## src/rtl/pc_gen_if.sv

```systemverilog
// pc_gen_if: fetch-side bundle for the program-counter generator.
//   Control/redirect inputs (driven by the core/fetch logic):
//     stall, branch_taken, branch_target, jump, jump_target, trap,
//     halt_req, resume, fetch_ready
//   Status outputs (driven by pc_gen):
//     pc, pc_plus, pc_valid, halted, wrapped
// modport slave is the pc_gen side; modport master is the side that drives control.
interface pc_gen_if #(
  parameter int XLEN = 8
);
  logic            stall;
  logic            branch_taken;
  logic [XLEN-1:0] branch_target;
  logic            jump;
  logic [XLEN-1:0] jump_target;
  logic            trap;
  logic            halt_req;
  logic            resume;
  logic            fetch_ready;
  logic [XLEN-1:0] pc;
  logic [XLEN-1:0] pc_plus;
  logic            pc_valid;
  logic            halted;
  logic            wrapped;

  modport master (
    output stall, branch_taken, branch_target, jump, jump_target,
           trap, halt_req, resume, fetch_ready,
    input  pc, pc_plus, pc_valid, halted, wrapped
  );

  modport slave (
    input  stall, branch_taken, branch_target, jump, jump_target,
           trap, halt_req, resume, fetch_ready,
    output pc, pc_plus, pc_valid, halted, wrapped
  );
endinterface

```

## src/rtl/pc_gen.sv

```systemverilog
// pc_gen: program-counter generator for the fetch stage.
//   Ports:
//     clk    - system clock, rising edge
//     reset  - asynchronous, active-low reset
//     bus    - pc_gen_if.slave: redirect/stall/halt/handshake inputs,
//              pc, pc_plus, pc_valid, halted, wrapped outputs
//
//   state | meaning
//   ------+-----------------------------------------------------------
//   BOOT  | one cycle after reset, pc = RESET_VEC not yet valid
//   RUN   | pc valid; sequential advance on accepted fetch, redirects
//   HALT  | fetch stopped, pc held; leaves on resume or trap
module pc_gen #(
  parameter int              XLEN      = 8,
  parameter int              STEP      = 1,
  parameter logic [XLEN-1:0] RESET_VEC = XLEN'(0),
  parameter logic [XLEN-1:0] TRAP_VEC  = XLEN'('hF0)
) (
  input logic      clk,
  input logic      reset,
  pc_gen_if.slave  bus
);

  typedef enum logic [1:0] {
    S_BOOT = 2'd0,
    S_RUN  = 2'd1,
    S_HALT = 2'd2
  } state_t;

  localparam logic [XLEN:0] STEP_EXT = (XLEN+1)'(STEP);

  state_t          state_q, state_d;
  logic [XLEN-1:0] pc_q, pc_d;
  logic            wrapped_q, wrapped_d;
  logic [XLEN:0]   sum;

  // One extra bit so the carry-out of a sequential step is visible.
  assign sum = {1'b0, pc_q} + STEP_EXT;

  always_ff @(posedge clk or negedge reset) begin
    if (!reset) begin
      state_q   <= S_BOOT;
      pc_q      <= RESET_VEC;
      wrapped_q <= 1'b0;
    end else begin
      state_q   <= state_d;
      pc_q      <= pc_d;
      wrapped_q <= wrapped_d;
    end
  end

  always_comb begin
    state_d   = state_q;
    pc_d      = pc_q;
    wrapped_d = wrapped_q;
    unique case (state_q)
      S_BOOT: begin
        state_d = S_RUN;
      end
      S_RUN: begin
        // Redirects flush regardless of stall/fetch_ready; a halt request
        // without a redirect suppresses the sequential step.
        if (bus.trap) begin
          pc_d = TRAP_VEC;
        end else if (bus.jump) begin
          pc_d = bus.jump_target;
        end else if (bus.branch_taken) begin
          pc_d = bus.branch_target;
        end else if (!bus.halt_req && bus.fetch_ready && !bus.stall) begin
          pc_d = sum[XLEN-1:0];
          if (sum[XLEN]) wrapped_d = 1'b1;
        end
        if (bus.halt_req && !bus.trap) state_d = S_HALT;
      end
      S_HALT: begin
        if (bus.trap) begin
          pc_d    = TRAP_VEC;
          state_d = S_RUN;
        end else if (bus.resume) begin
          state_d = S_RUN;
        end
      end
      default: begin
        state_d = S_BOOT;
        pc_d    = RESET_VEC;
      end
    endcase
  end

  assign bus.pc       = pc_q;
  assign bus.pc_plus  = sum[XLEN-1:0];
  assign bus.pc_valid = (state_q == S_RUN);
  assign bus.halted   = (state_q == S_HALT);
  assign bus.wrapped  = wrapped_q;

endmodule

```

## src/flat_wrapper.sv

```systemverilog
// flat-port wrapper written by rule: the top's interface ports become plain ports
module pc_gen_flat 
#(
  parameter int              XLEN      = 8,
  parameter int              STEP      = 1,
  parameter logic [XLEN-1:0] RESET_VEC = XLEN'(0),
  parameter logic [XLEN-1:0] TRAP_VEC  = XLEN'('hF0)
)
  (clk, reset, bus_stall, bus_branch_taken, bus_branch_target, bus_jump, bus_jump_target, bus_trap, bus_halt_req, bus_resume, bus_fetch_ready, bus_pc, bus_pc_plus, bus_pc_valid, bus_halted, bus_wrapped);
  pc_gen_if #(.XLEN(XLEN)) bus_i ();
  input logic clk;
  input logic reset;
  input wire logic [$bits(bus_i.stall)-1:0] bus_stall;
  input wire logic [$bits(bus_i.branch_taken)-1:0] bus_branch_taken;
  input wire logic [$bits(bus_i.branch_target)-1:0] bus_branch_target;
  input wire logic [$bits(bus_i.jump)-1:0] bus_jump;
  input wire logic [$bits(bus_i.jump_target)-1:0] bus_jump_target;
  input wire logic [$bits(bus_i.trap)-1:0] bus_trap;
  input wire logic [$bits(bus_i.halt_req)-1:0] bus_halt_req;
  input wire logic [$bits(bus_i.resume)-1:0] bus_resume;
  input wire logic [$bits(bus_i.fetch_ready)-1:0] bus_fetch_ready;
  output wire logic [$bits(bus_i.pc)-1:0] bus_pc;
  output wire logic [$bits(bus_i.pc_plus)-1:0] bus_pc_plus;
  output wire logic [$bits(bus_i.pc_valid)-1:0] bus_pc_valid;
  output wire logic [$bits(bus_i.halted)-1:0] bus_halted;
  output wire logic [$bits(bus_i.wrapped)-1:0] bus_wrapped;
  assign bus_i.stall = bus_stall;
  assign bus_i.branch_taken = bus_branch_taken;
  assign bus_i.branch_target = bus_branch_target;
  assign bus_i.jump = bus_jump;
  assign bus_i.jump_target = bus_jump_target;
  assign bus_i.trap = bus_trap;
  assign bus_i.halt_req = bus_halt_req;
  assign bus_i.resume = bus_resume;
  assign bus_i.fetch_ready = bus_fetch_ready;
  assign bus_pc = bus_i.pc;
  assign bus_pc_plus = bus_i.pc_plus;
  assign bus_pc_valid = bus_i.pc_valid;
  assign bus_halted = bus_i.halted;
  assign bus_wrapped = bus_i.wrapped;
  pc_gen #(.XLEN(XLEN), .STEP(STEP), .RESET_VEC(RESET_VEC), .TRAP_VEC(TRAP_VEC)) u_core (.clk(clk), .reset(reset), .bus(bus_i));
endmodule
```

## config.mk

```make
export PLATFORM = sky130hd
export DESIGN_NAME = pc_gen_flat
export DESIGN_NICKNAME = d
export VERILOG_FILES = /design/src/rtl/pc_gen_if.sv /design/src/rtl/pc_gen.sv /design/src/flat_wrapper.sv
export SDC_FILE = /design/constraint.sdc
export NUM_CORES = 1
export LEC_CHECK = 0
export ABC_AREA = 0
export BUFFER_PORTS_ARGS = -buffer_cell sky130_fd_sc_hd__buf_2
export CORE_MARGIN = 5
export CORE_UTILIZATION = 45
export CTS_BUF_LIST = sky130_fd_sc_hd__clkbuf_8 sky130_fd_sc_hd__clkbuf_16
export CTS_CLUSTER_SIZE = 25
export DETAILED_ROUTE_END_ITERATION = 10
export PLACE_DENSITY = 0.78
export SLEW_MARGIN = 20
export SYNTH_ARGS = -nofsm -noshare
export SYNTH_HDL_FRONTEND = slang
export SYNTH_SLANG_ARGS = --single-unit
export TNS_END_PERCENT = 50
```

## constraint.sdc

```tcl
create_clock -name clk -period 1.9 [get_ports clk]
set_input_delay 0.19 -clock clk [delete_from_list [all_inputs] [get_ports clk]]
set_output_delay 0.19 -clock clk [all_outputs]
set_load 0.01 [all_outputs]
```

* Yosys cells after proc, flatten, opt, wreduce, memory -nomap -nowiden *
Cells that the tools add are included.

storage, ports and cells
  input bits = 25
  output and inout port bits = 19
  word-level logic and storage cells = 34
  flip-flop bits (word level) = 11

cells by class
  reduce and logical (&&, ||, !) cells = 10
  add/sub/neg operators = 1
  bitwise gates (word level) = 4
  muxes and demuxes = 10
  equality and inequality tests = 6

operator list
  operator                                                                  number
  8-bit 2-to-1 mux                                                          5
  8-bit one-hot mux with 3 select lines                                     1
  8-bit by 1-bit adder with 9-bit output (second input constant)            1
  2-bit 2-to-1 mux                                                          3
  2-bit one-hot mux with 3 select lines                                     1
  6-bit AND reduction                                                       1
  5-bit by 4-bit inequality test with 1-bit output (second input constant)  1
  1-bit inverter                                                            4
  1-bit logical AND                                                         3
  1-bit logical NOT                                                         3
  3-bit inequality test (second input constant)                             1
  3-bit AND reduction                                                       1
  2-bit by 1-bit equality test with 1-bit output (second input constant)    1
  2-bit equality test (second input constant)                               1
  2-bit logical NOT                                                         1
  2-bit by 1-bit inequality test with 1-bit output (second input constant)  1
  2-bit inequality test (second input constant)                             1
  2-bit AND reduction                                                       1

* Longest topological paths before layout *
Gate-level depths: netlist of the first run.

  depth after elaboration = 8
  mapped depth = 7
  mapped depth without buffers = 6

* Least setup slack after synthesis of the first run *
OpenSTA, ideal clock, no wires.

  path type = reg-to-reg
  start = reg u_core.pc_q[0] (netlist: u_core.bus.pc[0])
  end = reg u_core.pc_q[6] (netlist: u_core.bus.pc[6])
  slack = 0.143 ns
  period minus slack after synthesis = 1.757 ns
  stages on the path, launching flop included = 7
  arrival = 1.631 ns
  path through = dfrtp_1 -> ha_1 -> nand2_1 -> nor2_4 -> mux2i_1 -> a2111o_1 -> a221o_1

between the ends
  word-level cells in the longest chain between the ends = 6

RTL lines
  element                                 line          text
  start, declared                         pc_gen.sv:33  logic [XLEN-1:0] pc_q, pc_d;
  start signal, assigned                  pc_gen.sv:47  pc_q <= pc_d;
  8-bit by 1-bit adder with 9-bit output  pc_gen.sv:38  assign sum = {1'b0, pc_q} + STEP_EXT;
  8-bit 2-to-1 mux                        pc_gen.sv:69  end else if (!bus.halt_req && bus.fetch_ready && !bus.stall) begin
  8-bit 2-to-1 mux                        pc_gen.sv:67  end else if (bus.branch_taken) begin
  8-bit 2-to-1 mux                        pc_gen.sv:65  end else if (bus.jump) begin
  8-bit 2-to-1 mux                        pc_gen.sv:63  if (bus.trap) begin
  8-bit one-hot mux with 3 select lines   pc_gen.sv:56  unique case (state_q)

Every way passes these cells. The select of a mux whose other input is x is not followed.
A chain may end at the register's enable or synchronous reset.

* Final worst setup path of the first run *
  start = reg u_core.pc_q[1] (netlist: u_core.bus.pc[1])
  end = reg u_core.pc_q[6] (netlist: u_core.bus.pc[6])

Same word-level chain as after synthesis.

==> results.sh, run 1 <==
export IMPL_cts_buffers=3
export IMPL_placed_cells=179
export IMPL_async_flop_share_pct=100
export IMPL_r2r_end="u_core.bus.pc[6]"
export IMPL_worstSetupStartpointType="flop"
export IMPL_crit_arrival_ns=1.88
export IMPL_fin_crit_ns=1.76
export IMPL_fmaxAchievable_mhz=567
export IMPL_stdcell_count=185
export IMPL_path_clk_slew_ns=0.06
export IMPL_numPortBuffers=43
export IMPL_detail_route_antenna_nets=0
export IMPL_slowest_stage="dfrtp_1"
export IMPL_core_um2=1940
export IMPL_finalClockSkew_ns=0.00497
export IMPL_worstMarginPinSlew_ns=0.368
export IMPL_timing_reg2reg_setup_slack_ns=0.14
export IMPL_die_w_um=54.9
export IMPL_fillers=181
export IMPL_whs_path_depth=3
export IMPL_detail_route_vias_per_cell=5.26
export IMPL_end_kind="flop"
export IMPL_track_usage_pct=18.8
export IMPL_hold_viol=0
export IMPL_power_density_nw_per_um2=1290
export IMPL_place_gp_congestion=0.847
export IMPL_path_cells="ha_1, nand2_1, nor2_4, mux2i_1, a2111o_1, a221o_1"
export IMPL_drt_iter0_markers=19
export IMPL_rsz0062_at_grt="no"
export IMPL_tns_ns=0
export IMPL_syn_inst=111
export IMPL_rows=16
export IMPL_antennaDiodeCount=0
export IMPL_grt_max_degree=19
export IMPL_ys_ff_latch=11
export IMPL_synth_top_area_share_pct=30.3
export IMPL_cp_max_fo=5
export IMPL_setup_viol=0
export IMPL_grt_pass1_vias=889
export IMPL_yosysMostFrequentCell="nand2_1"
export IMPL_nets=189
export IMPL_hp_class="in -> reg"
export IMPL_r2r_start="u_core.bus.pc[1]"
export IMPL_ys_types=34
export IMPL_routed_wl_mm=2.66
export IMPL_antenna_found_initial=0
export IMPL_htreeDepth=1
export IMPL_place_detailed_hpwl_mm=2.12
export IMPL_max_stage_delay_ns=0.39
export IMPL_die_y_um=54.9
export IMPL_startpoint="u_core.bus.pc[1]"
export IMPL_synth_common_cells="nand2_1 (13), nor2_1 (12), dfrtp_1 (11), a21oi_1 (9), inv_1 (8)"
export IMPL_synthFlopType="dfrtp_1"
export IMPL_r2r_cells=6
export IMPL_synth_seq_area_share_pct=30.3
export IMPL_io_pins=44
export IMPL_floorplan_initialDensity_pct=46.7
export IMPL_required_ns=2.02
export IMPL_grt_pass1_wl_mm=4.04
export IMPL_avgRoutedWirePerCell_um=14.4
export IMPL_ys_top_cells_by_area="dfrtp_1 (30%), ha_1 (6.9%), nand2_1 (5.4%)"
export IMPL_cts_sinks=11
export IMPL_post_route_period_util_pct=92.9
export IMPL_die_area_um2=3010
export IMPL_drive_gt1_share_pct=36.1
export IMPL_cts_root_buf="clkbuf_8"
export IMPL_slew_headroom_pct=74.8
export IMPL_grt_overflow=0
export IMPL_syn_cell_area_um2=907
export IMPL_path_class="reg -> reg"
export IMPL_syn_num_nets=141
export IMPL_cts_tree="yes"
export IMPL_syn_to_final_growth_pct=34.6
export IMPL_endpoint="u_core.bus.pc[6]"
export IMPL_cap_violations=0
export IMPL_status="finished, final reports clean"
export IMPL_avgSynthCellArea_um2=8.17
export IMPL_leakage_nw=0.642
export IMPL_synth_edff_count=0
export IMPL_ir_worst_vdd_mv=0.887
export IMPL_drc=0
export IMPL_first_pass_iters=4
export IMPL_slew_viol_final=0
export IMPL_via_count=974
export IMPL_synth_warnings=0
export IMPL_yosysTopAreaCell="dfrtp_1"
export IMPL_cts_buffer_depth=2
export IMPL_insertion_delay_ns=0.24
-- what timing repair did --
item | in CTS | in global routing
hold buffers | 1 | 0
setup buffers | 0 | 1
resized for setup | 0 | 0
endpoints found under the setup margin | 0 | 1
hold endpoints to repair | 11 | 0
-- cell usage in the layout (no fill, tap or decap), types with 2 or more instances in the layout --
master and n:
xor2_1 4, o31ai_1 5, nand2b_1 3, xnor2_1 2, o221ai_1 2, a221o_1 2, ha_1 5, inv_1 8
nor2_1 12, a21oi_1 9, nor3_1 2, mux2i_1 4, o21ai_0 4, nand2_1 13, dfrtp_1 11, a211o_1 2
buf_4 4, clkbuf_8 3, buf_2 43, nand3_1 3
-- per-layer routing --
| layer | GRT usage, % | wire length (um) | vias to the layer above |
|---|---|---|---|
| met3 | 4.02 | 182 | 3 |
| met2 | 34.1 | 1330 | 31 |
| met4 | 4.86 | 14 | 0 |
| li1 | - | - | 489 |
| met1 | 22.2 | 1140 | 451 |
| met5 | 0 | 0 | - |
-- worst max-delay path: cells and delay by family, from the launching register on --
kind,cells,cell delay (ns)
compound gates,2,0.71
flops,1,0.39
simple gates,2,0.23
fa+ha+maj,1,0.22
mux,1,0.09
-- metrics by stage --
| stage | util, % | hold WS [ns] | worst slack [ns] | power, mW | cell area, um2 |
|---|---|---|---|---|---|
| 2_1_floorplan | - | -0.106 | 0.143 | 0.959 | 907 |
| 3_3_place_gp | 59.6 | 0.0748 | 0.206 | 1.27 | 1160 |
| 3_5_place_dp | 59.6 | 0.0821 | 0.144 | 1.31 | 1160 |
| 4_1_cts | 62.5 | 0.295 | 0.130 | 1.56 | 1210 |
| 5_1_grt | 62.9 | 0.303 | 0.0470 | 1.70 | 1220 |
| 6_report | 62.9 | 0.299 | 0.136 | 1.58 | 1220 |
-- state kept, by name, indices dropped and copies added (netlist names) --
signal and cells:
u_core.bus.wrapped 1, u_core.bus.pc 8, u_core.state_q 2
-- power by group --
part           total, mW  leakage [nW]  internal, mW  switching (mW)
clock network      0.241        0.0255         0.145          0.0965
logic              0.901         0.468         0.399           0.502
registers          0.436         0.148         0.319           0.116
-- worst min path at each step --
stage	from	end	slack (ns)
final	bus_branch_target[3]	u_core.bus.pc[3]	0.30
after global placement	reset	u_core.bus.pc[3]	0.07
after detailed placement	reset	u_core.bus.pc[3]	0.08
after global routing	bus_jump_target[1]	u_core.bus.pc[1]	0.30
after floorplan	reset	u_core.bus.pc[0]	-0.11
after CTS	bus_branch_target[3]	u_core.bus.pc[3]	0.30
-- area by class of cell --
| type | instances | area (um2) | share of cell area (%) |
|---|---|---|---|
| Multi-Input combinational cell | 87 | 581 | 47.5 |
| Clock inverter | 1 | 5.00 | 0.410 |
| Clock buffer | 3 | 41.3 | 3.38 |
| Inverter | 8 | 30.0 | 2.46 |
| Timing Repair Buffer | 48 | 255 | 20.9 |
| Sequential cell | 11 | 275 | 22.5 |
| Tap cell | 27 | 33.8 | 2.77 |
-- kinds of logic (layout without fill, tap and decap cells) --
family                   Yosys count  in the layout  share of synthesized area [%]
buffers and inverters             13             60                           5.66
multiplexers                       4              4                           4.41
AND/OR/NAND/NOR                   40             40                           21.7
adder cells (fa/ha/maj)            5              5                           6.90
flip-flops                        11             11                           30.3
AO/OA/AOI/OAI                     32             32                           25.2
XOR/XNOR                           6              6                           5.79
(Power assumes the default switching activity.)
==> run 2, diff against run 1 <==
--- a/config.mk
+++ b/config.mk
@@ -7,12 +7,12 @@
 export LEC_CHECK = 0
 export ABC_AREA = 0
 export BUFFER_PORTS_ARGS = -buffer_cell sky130_fd_sc_hd__buf_2
-export CORE_MARGIN = 5
 export CORE_UTILIZATION = 45
 export CTS_BUF_LIST = sky130_fd_sc_hd__clkbuf_8 sky130_fd_sc_hd__clkbuf_16
 export CTS_CLUSTER_SIZE = 25
 export DETAILED_ROUTE_END_ITERATION = 10
 export PLACE_DENSITY = 0.78
+export SETUP_SLACK_MARGIN = 0.15
 export SLEW_MARGIN = 20
 export SYNTH_ARGS = -nofsm -noshare
 export SYNTH_HDL_FRONTEND = slang
==> run 2 against run 1 <==
Net effect:
- die area is 27% lower
- largest cell class unchanged
- worst hold slack worse by 0.0042 ns
- count of clock-buffer cells in the layout stayed put
- routed wire length is 1.7% lower
==> results.sh, run 2 (synthesis results as in run 1) <==
export IMPL_stdcell_count=187
export IMPL_r2r_cells=6
export IMPL_syn_to_final_growth_pct=37.9
export IMPL_final_common_cell="buf_2"
export IMPL_r2r_start="u_core.bus.pc[0]"
export IMPL_antenna_found_initial=0
export IMPL_cts_tree="yes"
export IMPL_cts_buffer_depth=2
export IMPL_dpl_cell_area_um2=1160
export IMPL_finalClockSkew_ns=0.000533
export IMPL_tns_ns=0
export IMPL_cap_violations=0
export IMPL_fin_crit_ns=1.73
export IMPL_hp_class="in -> reg"
export IMPL_worst_hold_slack_ns=0.294
export IMPL_drt_iter0_markers=31
export IMPL_r2r_end="u_core.bus.pc[6]"
export IMPL_cts_sinks=11
export IMPL_grt_max_degree=19
export IMPL_numPortBuffers=43
export IMPL_rsz0062_at_grt="yes"
export IMPL_startpoint="u_core.bus.pc[0]"
export IMPL_grt_pass1_vias=903
export IMPL_grt_overflow=0
export IMPL_most_common_layout_cells="buf_2 (43), nand2_1 (13), nor2_1 (12)"
export IMPL_die_area_um2=2200
export IMPL_cts_buffers=3
export IMPL_drive_gt1_share_pct=38.3
export IMPL_floorplan_initialDensity_pct=50.3
export IMPL_leakage_nw=0.659
export IMPL_max_stage_delay_ns=0.43
export IMPL_nets=193
export IMPL_grt_pass1_wl_mm=3.96
export IMPL_first_pass_iters=4
export IMPL_sw_frac_of_total_pct=44.2
export IMPL_path_cells="ha_2, nand2_1, nor2_4, mux2i_1, a2111o_1, a221o_1"
export IMPL_core_um2=1800
export IMPL_hold_viol=0
export IMPL_die_y_um=46.9
export IMPL_placed_cells=177
export IMPL_required_ns=2.02
export IMPL_routed_wl_mm=2.62
export IMPL_timing_reg2reg_setup_slack_ns=0.17
export IMPL_drc=0
export IMPL_power_frac_comb_pct=57.7
export IMPL_detail_route_antenna_nets=0
export IMPL_rows=15
export IMPL_clkPwrFrac_pct=14.8
export IMPL_cp_max_fo=5
export IMPL_totalPowerFinal_mw=1.59
export IMPL_pwr_share_seq_pct=27.5
export IMPL_slowest_stage="dfrtp_2"
export IMPL_path_class="reg -> reg"
export IMPL_antennaDiodeCount=0
export IMPL_setup_viol=0
export IMPL_crit_arrival_ns=1.85
export IMPL_layout_setup_ws_ns=0.173
export IMPL_htreeDepth=1
export IMPL_regArea_um2=277
export IMPL_track_usage_pct=25.6
export IMPL_insertion_delay_ns=0.24
export IMPL_place_detailed_hpwl_mm=1.89
export IMPL_detail_route_vias_per_cell=5.56
export IMPL_path_clk_slew_ns=0.05
export IMPL_post_place_ws_ns=0.121
export IMPL_worstSetupStartpointType="flop"
export IMPL_avgRoutedWirePerCell_um=14.0
export IMPL_via_count=1039
export IMPL_fmaxAchievable_mhz=579
export IMPL_fin_area_um2=1250
export IMPL_p_int_mw=0.889
export IMPL_endpoint="u_core.bus.pc[6]"
export IMPL_status="finished, final reports clean"
export IMPL_final_util_pct=69.4
export IMPL_fillers=165
export IMPL_die_w_um=46.9
export IMPL_p_sw_mw=0.706
export IMPL_largest_reg_flops=8
export IMPL_end_kind="flop"
export IMPL_io_pins=44
export IMPL_slew_headroom_pct=72.7
export IMPL_cts_root_buf="clkbuf_8"
export IMPL_place_gp_congestion=0.847
export IMPL_post_route_period_util_pct=90.9
export IMPL_slew_viol_final=0
export IMPL_worstMarginPinSlew_ns=0.399
export IMPL_multi_input_area_um2=583
export IMPL_ir_worst_vdd_mv=0.781
export IMPL_power_density_nw_per_um2=1270
## run 2: changes by cell type in the layout (fill, tap and decap cells not counted), sizes merged
cell    previous run  this run
buf               47        51
inv                8         9
clkinv             1         0
## run 2: power groups by stage
stage / clock (mW) / combinational, mW / sequential (mW)
6_report: 0.237 / 0.920 / 0.438
5_1_grt: 0.249 / 1.00 / 0.455
4_1_cts: 0.237 / 0.849 / 0.440
3_5_place_dp: 0 / 0.833 / 0.445
3_3_place_gp: 0 / 0.812 / 0.438
2_1_floorplan: 0 / 0.507 / 0.453
## run 2: worst max-delay path: cells and delay by family, from the launching register on
family / cells / cell delay, ns
simple gates: 2 / 0.15
fa+ha+maj: 1 / 0.21
compound gates: 2 / 0.70
mux: 1 / 0.11
flops: 1 / 0.43
## run 2: final cells by class
type | instances | area share (%)
Timing Repair Buffer | 52 | 22.8
Clock inverter | 1 | 0.300
Multi-Input combinational cell | 87 | 46.6
Tap cell | 25 | 2.50
Clock buffer | 3 | 3.30
Sequential cell | 11 | 22.1
Inverter | 8 | 2.40
## run 2: worst min-delay path by stage
stage / end / startpoint / depth (start not counted) / slack (ns)
floorplan: u_core.bus.pc[0] / reset / 0 / -0.11
global placement: u_core.bus.pc[2] / reset / 1 / 0.07
detailed placement: u_core.bus.pc[2] / reset / 1 / 0.08
CTS: u_core.bus.pc[0] / bus_jump_target[0] / 3 / 0.30
global route: u_core.bus.pc[1] / bus_jump_target[1] / 3 / 0.30
finish: u_core.bus.pc[0] / bus_jump_target[0] / 3 / 0.29
## run 2: what timing repair did
action | in CTS | in global routing
hold buffers | 1 | 0
pin swaps | 0 | 1
setup buffers | 1 | 4
resized for setup | 1 | 0
cloned | 0 | 0
endpoints found under the hold margin | 11 | 0
setup endpoints to repair | 1 | 5
## run 2: routing by layer
metal / global-route usage [%] / part of all wire, % / up-vias
met3: 3.46 / 4.9 / 0
li1: - / - / 504
met2: 45.3 / 51 / 46
met4: 7.43 / 0 / 0
met5: 0 / 0 / -
met1: 32.2 / 44 / 489
==> run 3, diff against run 2 <==
--- a/config.mk
+++ b/config.mk
@@ -5,13 +5,14 @@
 export SDC_FILE = /design/constraint.sdc
 export NUM_CORES = 1
 export LEC_CHECK = 0
-export ABC_AREA = 0
+export ABC_AREA = 1
 export BUFFER_PORTS_ARGS = -buffer_cell sky130_fd_sc_hd__buf_2
-export CORE_UTILIZATION = 45
+export CORE_MARGIN = 5
+export CORE_UTILIZATION = 46
 export CTS_BUF_LIST = sky130_fd_sc_hd__clkbuf_8 sky130_fd_sc_hd__clkbuf_16
 export CTS_CLUSTER_SIZE = 25
 export DETAILED_ROUTE_END_ITERATION = 10
-export PLACE_DENSITY = 0.78
+export PLACE_DENSITY = 0.76
 export SETUP_SLACK_MARGIN = 0.15
 export SLEW_MARGIN = 20
 export SYNTH_ARGS = -nofsm -noshare
==> run 3 against run 2 <==
Net effect:
- utilization decreased by 4.7 points
- fmax increased by 4.4%
- die area increased by 40%
- cell area increased by 1.5%
- sequential power decreased by 8.0%
- critical path depth unchanged
- synthesized area increased by 5.1%
- sequential share of layout area decreased by 0.33 points
- critical path type is now reg -> out
- largest power group unchanged
==> results.sh, run 3 <==
export IMPL_syn_inst=140
export IMPL_busiest_layer="met2"
export IMPL_fin_crit_ns=1.65
export IMPL_die_w_um=55.5
export IMPL_routed_wl_mm=2.76
export IMPL_finalClockSkew_ns=0.00283
export IMPL_clkPwrFrac_pct=15.4
export IMPL_fillers=184
export IMPL_drc=0
export IMPL_worstMarginPinSlew_ns=0.443
export IMPL_insertion_delay_ns=0.24
export IMPL_path_class="reg -> out"
export IMPL_sw_frac_of_total_pct=47.3
export IMPL_place_detailed_hpwl_mm=2.23
export IMPL_power_density_nw_per_um2=1180
export IMPL_core_um2=1960
export IMPL_setup_viol=0
export IMPL_cts_buffers=3
export IMPL_drt_iter0_markers=32
export IMPL_leakage_nw=0.728
export IMPL_p_sw_mw=0.711
export IMPL_most_common_layout_cells="nand2_1 (52), buf_2 (43), nor2_1 (15)"
export IMPL_syn_cell_area_um2=953
export IMPL_rows=16
export IMPL_crit_arrival_ns=1.46
export IMPL_die_area_um2=3080
export IMPL_power_frac_comb_pct=57.7
export IMPL_io_pins=44
export IMPL_cts_sinks=11
export IMPL_synth_warnings=0
export IMPL_fmaxAchievable_mhz=604
export IMPL_synth_top_area_share_pct=28.9
export IMPL_cpMostUsedCell="nand2_1"
export IMPL_ir_worst_vdd_mv=0.746
export IMPL_hp_class="in -> reg"
export IMPL_async_flop_share_pct=100
export IMPL_path_cells="ha_1, nand3_1, nor2_1, nand2_1, nand2_1, buf_2"
export IMPL_synthFlopType="dfrtp_1"
export IMPL_use_met2_pct=32.8
export IMPL_detail_route_antenna_nets=0
export IMPL_dpl_cell_area_um2=1190
export IMPL_fin_area_um2=1270
export IMPL_slew_headroom_pct=70.2
export IMPL_hold_viol=0
export IMPL_floorplan_initialDensity_pct=48.6
export IMPL_grt_use_met3_pct=3.73
export IMPL_grt_util_met1_pct=21.8
export IMPL_detail_route_vias_per_cell=4.96
export IMPL_pwr_share_seq_pct=26.8
export IMPL_cts_tree="yes"
export IMPL_nets=218
export IMPL_place_gp_congestion=0.794
export IMPL_grt_pass1_vias=1053
export IMPL_antenna_found_initial=0
export IMPL_final_common_cell="nand2_1"
export IMPL_syn_num_nets=170
export IMPL_grt_overflow=0
export IMPL_avgSynthCellArea_um2=6.81
export IMPL_placed_cells=207
export IMPL_slowest_stage="dfrtp_1"
export IMPL_cts_root_buf="clkbuf_8"
export IMPL_htreeDepth=1
export IMPL_stdcell_count=214
export IMPL_synth_seq_area_share_pct=28.9
export IMPL_antennaDiodeCount=0
export IMPL_p_int_mw=0.792
export IMPL_rsz0062_at_grt="yes"
export IMPL_status="finished, final reports clean"
export IMPL_required_ns=1.71
export IMPL_drive_gt1_share_pct=33.7
export IMPL_cts_buffer_depth=2
export IMPL_cp_max_fo=5
export IMPL_syn_to_final_growth_pct=33.2
export IMPL_numPortBuffers=43
export IMPL_worstSetupStartpointType="flop"
export IMPL_grt_max_degree=13
export IMPL_path_clk_slew_ns=0.05
export IMPL_synth_edff_count=0
export IMPL_max_stage_delay_ns=0.43
export IMPL_synth_common_cells="nand2_1 (52), nor2_1 (15), inv_1 (13), dfrtp_1 (11), nand3_1 (7)"
export IMPL_yosysTopAreaCell="dfrtp_1"
export IMPL_via_count=1061
export IMPL_cap_violations=0
export IMPL_ys_ff_latch=11
export IMPL_end_kind="output pin"
export IMPL_track_usage_pct=18.7
export IMPL_ys_top_cells_by_area="dfrtp_1 (29%), nand2_1 (20%), ha_1 (6.6%)"
export IMPL_largest_reg_flops=8
export IMPL_post_route_period_util_pct=87.1
export IMPL_slew_viol_final=0
export IMPL_tns_ns=0
export IMPL_totalPowerFinal_mw=1.50
export IMPL_first_pass_iters=4
export IMPL_ys_types=28
export IMPL_yosysMostFrequentCell="nand2_1"
export IMPL_grt_pass1_wl_mm=4.62
export IMPL_avgRoutedWirePerCell_um=12.9
export IMPL_die_y_um=55.5
-- run 3: worst max-delay path, delay by kind of cell (launching register included) --
kind | cells | cell delay [ns]
simple gates | 4 | 0.46
flops | 1 | 0.43
fa+ha+maj | 1 | 0.21
buf+inv | 1 | 0.12
-- run 3: metal layers --
metal | wire, um | vias to the layer above | share of wire, %
li1 | - | 540 | -
met1 | 1210 | 488 | 44
met2 | 1360 | 28 | 49
met4 | 47 | 0 | 1.7
met5 | 0 | - | 0
met3 | 137 | 5 | 5.0
-- run 3: cells by family (layout without fill, tap and decap cells) --
kind of cell,Yosys count,in the layout,share of synthesized area (%)
xor gates and xnor gates,3,3,2.76
AOI/OAI and AO/OA,22,22,15.6
DFF,11,11,28.9
adders and majority gates,5,5,6.56
muxes,1,1,1.05
buffers and inverters,18,65,7.61
and+or+nand+nor,80,80,37.5
-- run 3: worst paths after layout --
path	endpoint	slack (ns)	startpoint	cells past startpoint
max in group asynchronous	u_core.state_q[0]	1.34	reset	2
min in group asynchronous	u_core.bus.pc[4]	0.34	reset	2
setup reg to reg	u_core.bus.pc[6]	0.28	u_core.state_q[1]	9
setup / recovery	bus_pc_plus[6]	0.25	u_core.bus.pc[1]	6
hold / removal	u_core.bus.pc[2]	0.23	bus_jump_target[2]	3
hold reg to reg	u_core.bus.wrapped	0.49	u_core.bus.wrapped	1
-- run 3: per-stage QoR --
| step | setup slack (ns) | utilization, % | hold WS (ns) |
|---|---|---|---|
| global route | 0.140 | 64.7 | 0.250 |
| CTS | 0.171 | 64.0 | 0.230 |
| finish | 0.246 | 64.7 | 0.233 |
| global placement | 0.249 | 60.5 | 0.0688 |
| detailed placement | 0.186 | 60.5 | 0.0719 |
| floorplan | 0.266 | - | -0.106 |
-- run 3: area by class of cell --
| class | count | area (um2) | area share [%] |
|---|---|---|---|
| Sequential cell | 11 | 277 | 21.8 |
| Clock buffer | 3 | 41.3 | 3.25 |
| Multi-Input combinational cell | 111 | 618 | 48.7 |
| Clock inverter | 1 | 3.75 | 0.296 |
| Inverter | 15 | 56.3 | 4.43 |
| Tap cell | 27 | 33.8 | 2.66 |
| Timing Repair Buffer | 46 | 240 | 18.9 |
-- run 3: what timing repair did --
action,CTS,global route
pin swaps,1,1
resized for setup,0,4
hold buffers,1,0
endpoints found under the setup margin,2,9
hold endpoints to repair,11,0
buffers inserted,2,0
-- run 3: power by group through the flow --
stage	Sequential, mW	Combinational, mW	Clock (mW)
after floorplan	0.393	0.545	0
after global placement	0.389	0.782	0
after detailed placement	0.394	0.800	0
after CTS	0.392	0.850	0.238
after global routing	0.413	0.968	0.252
final	0.403	0.868	0.232
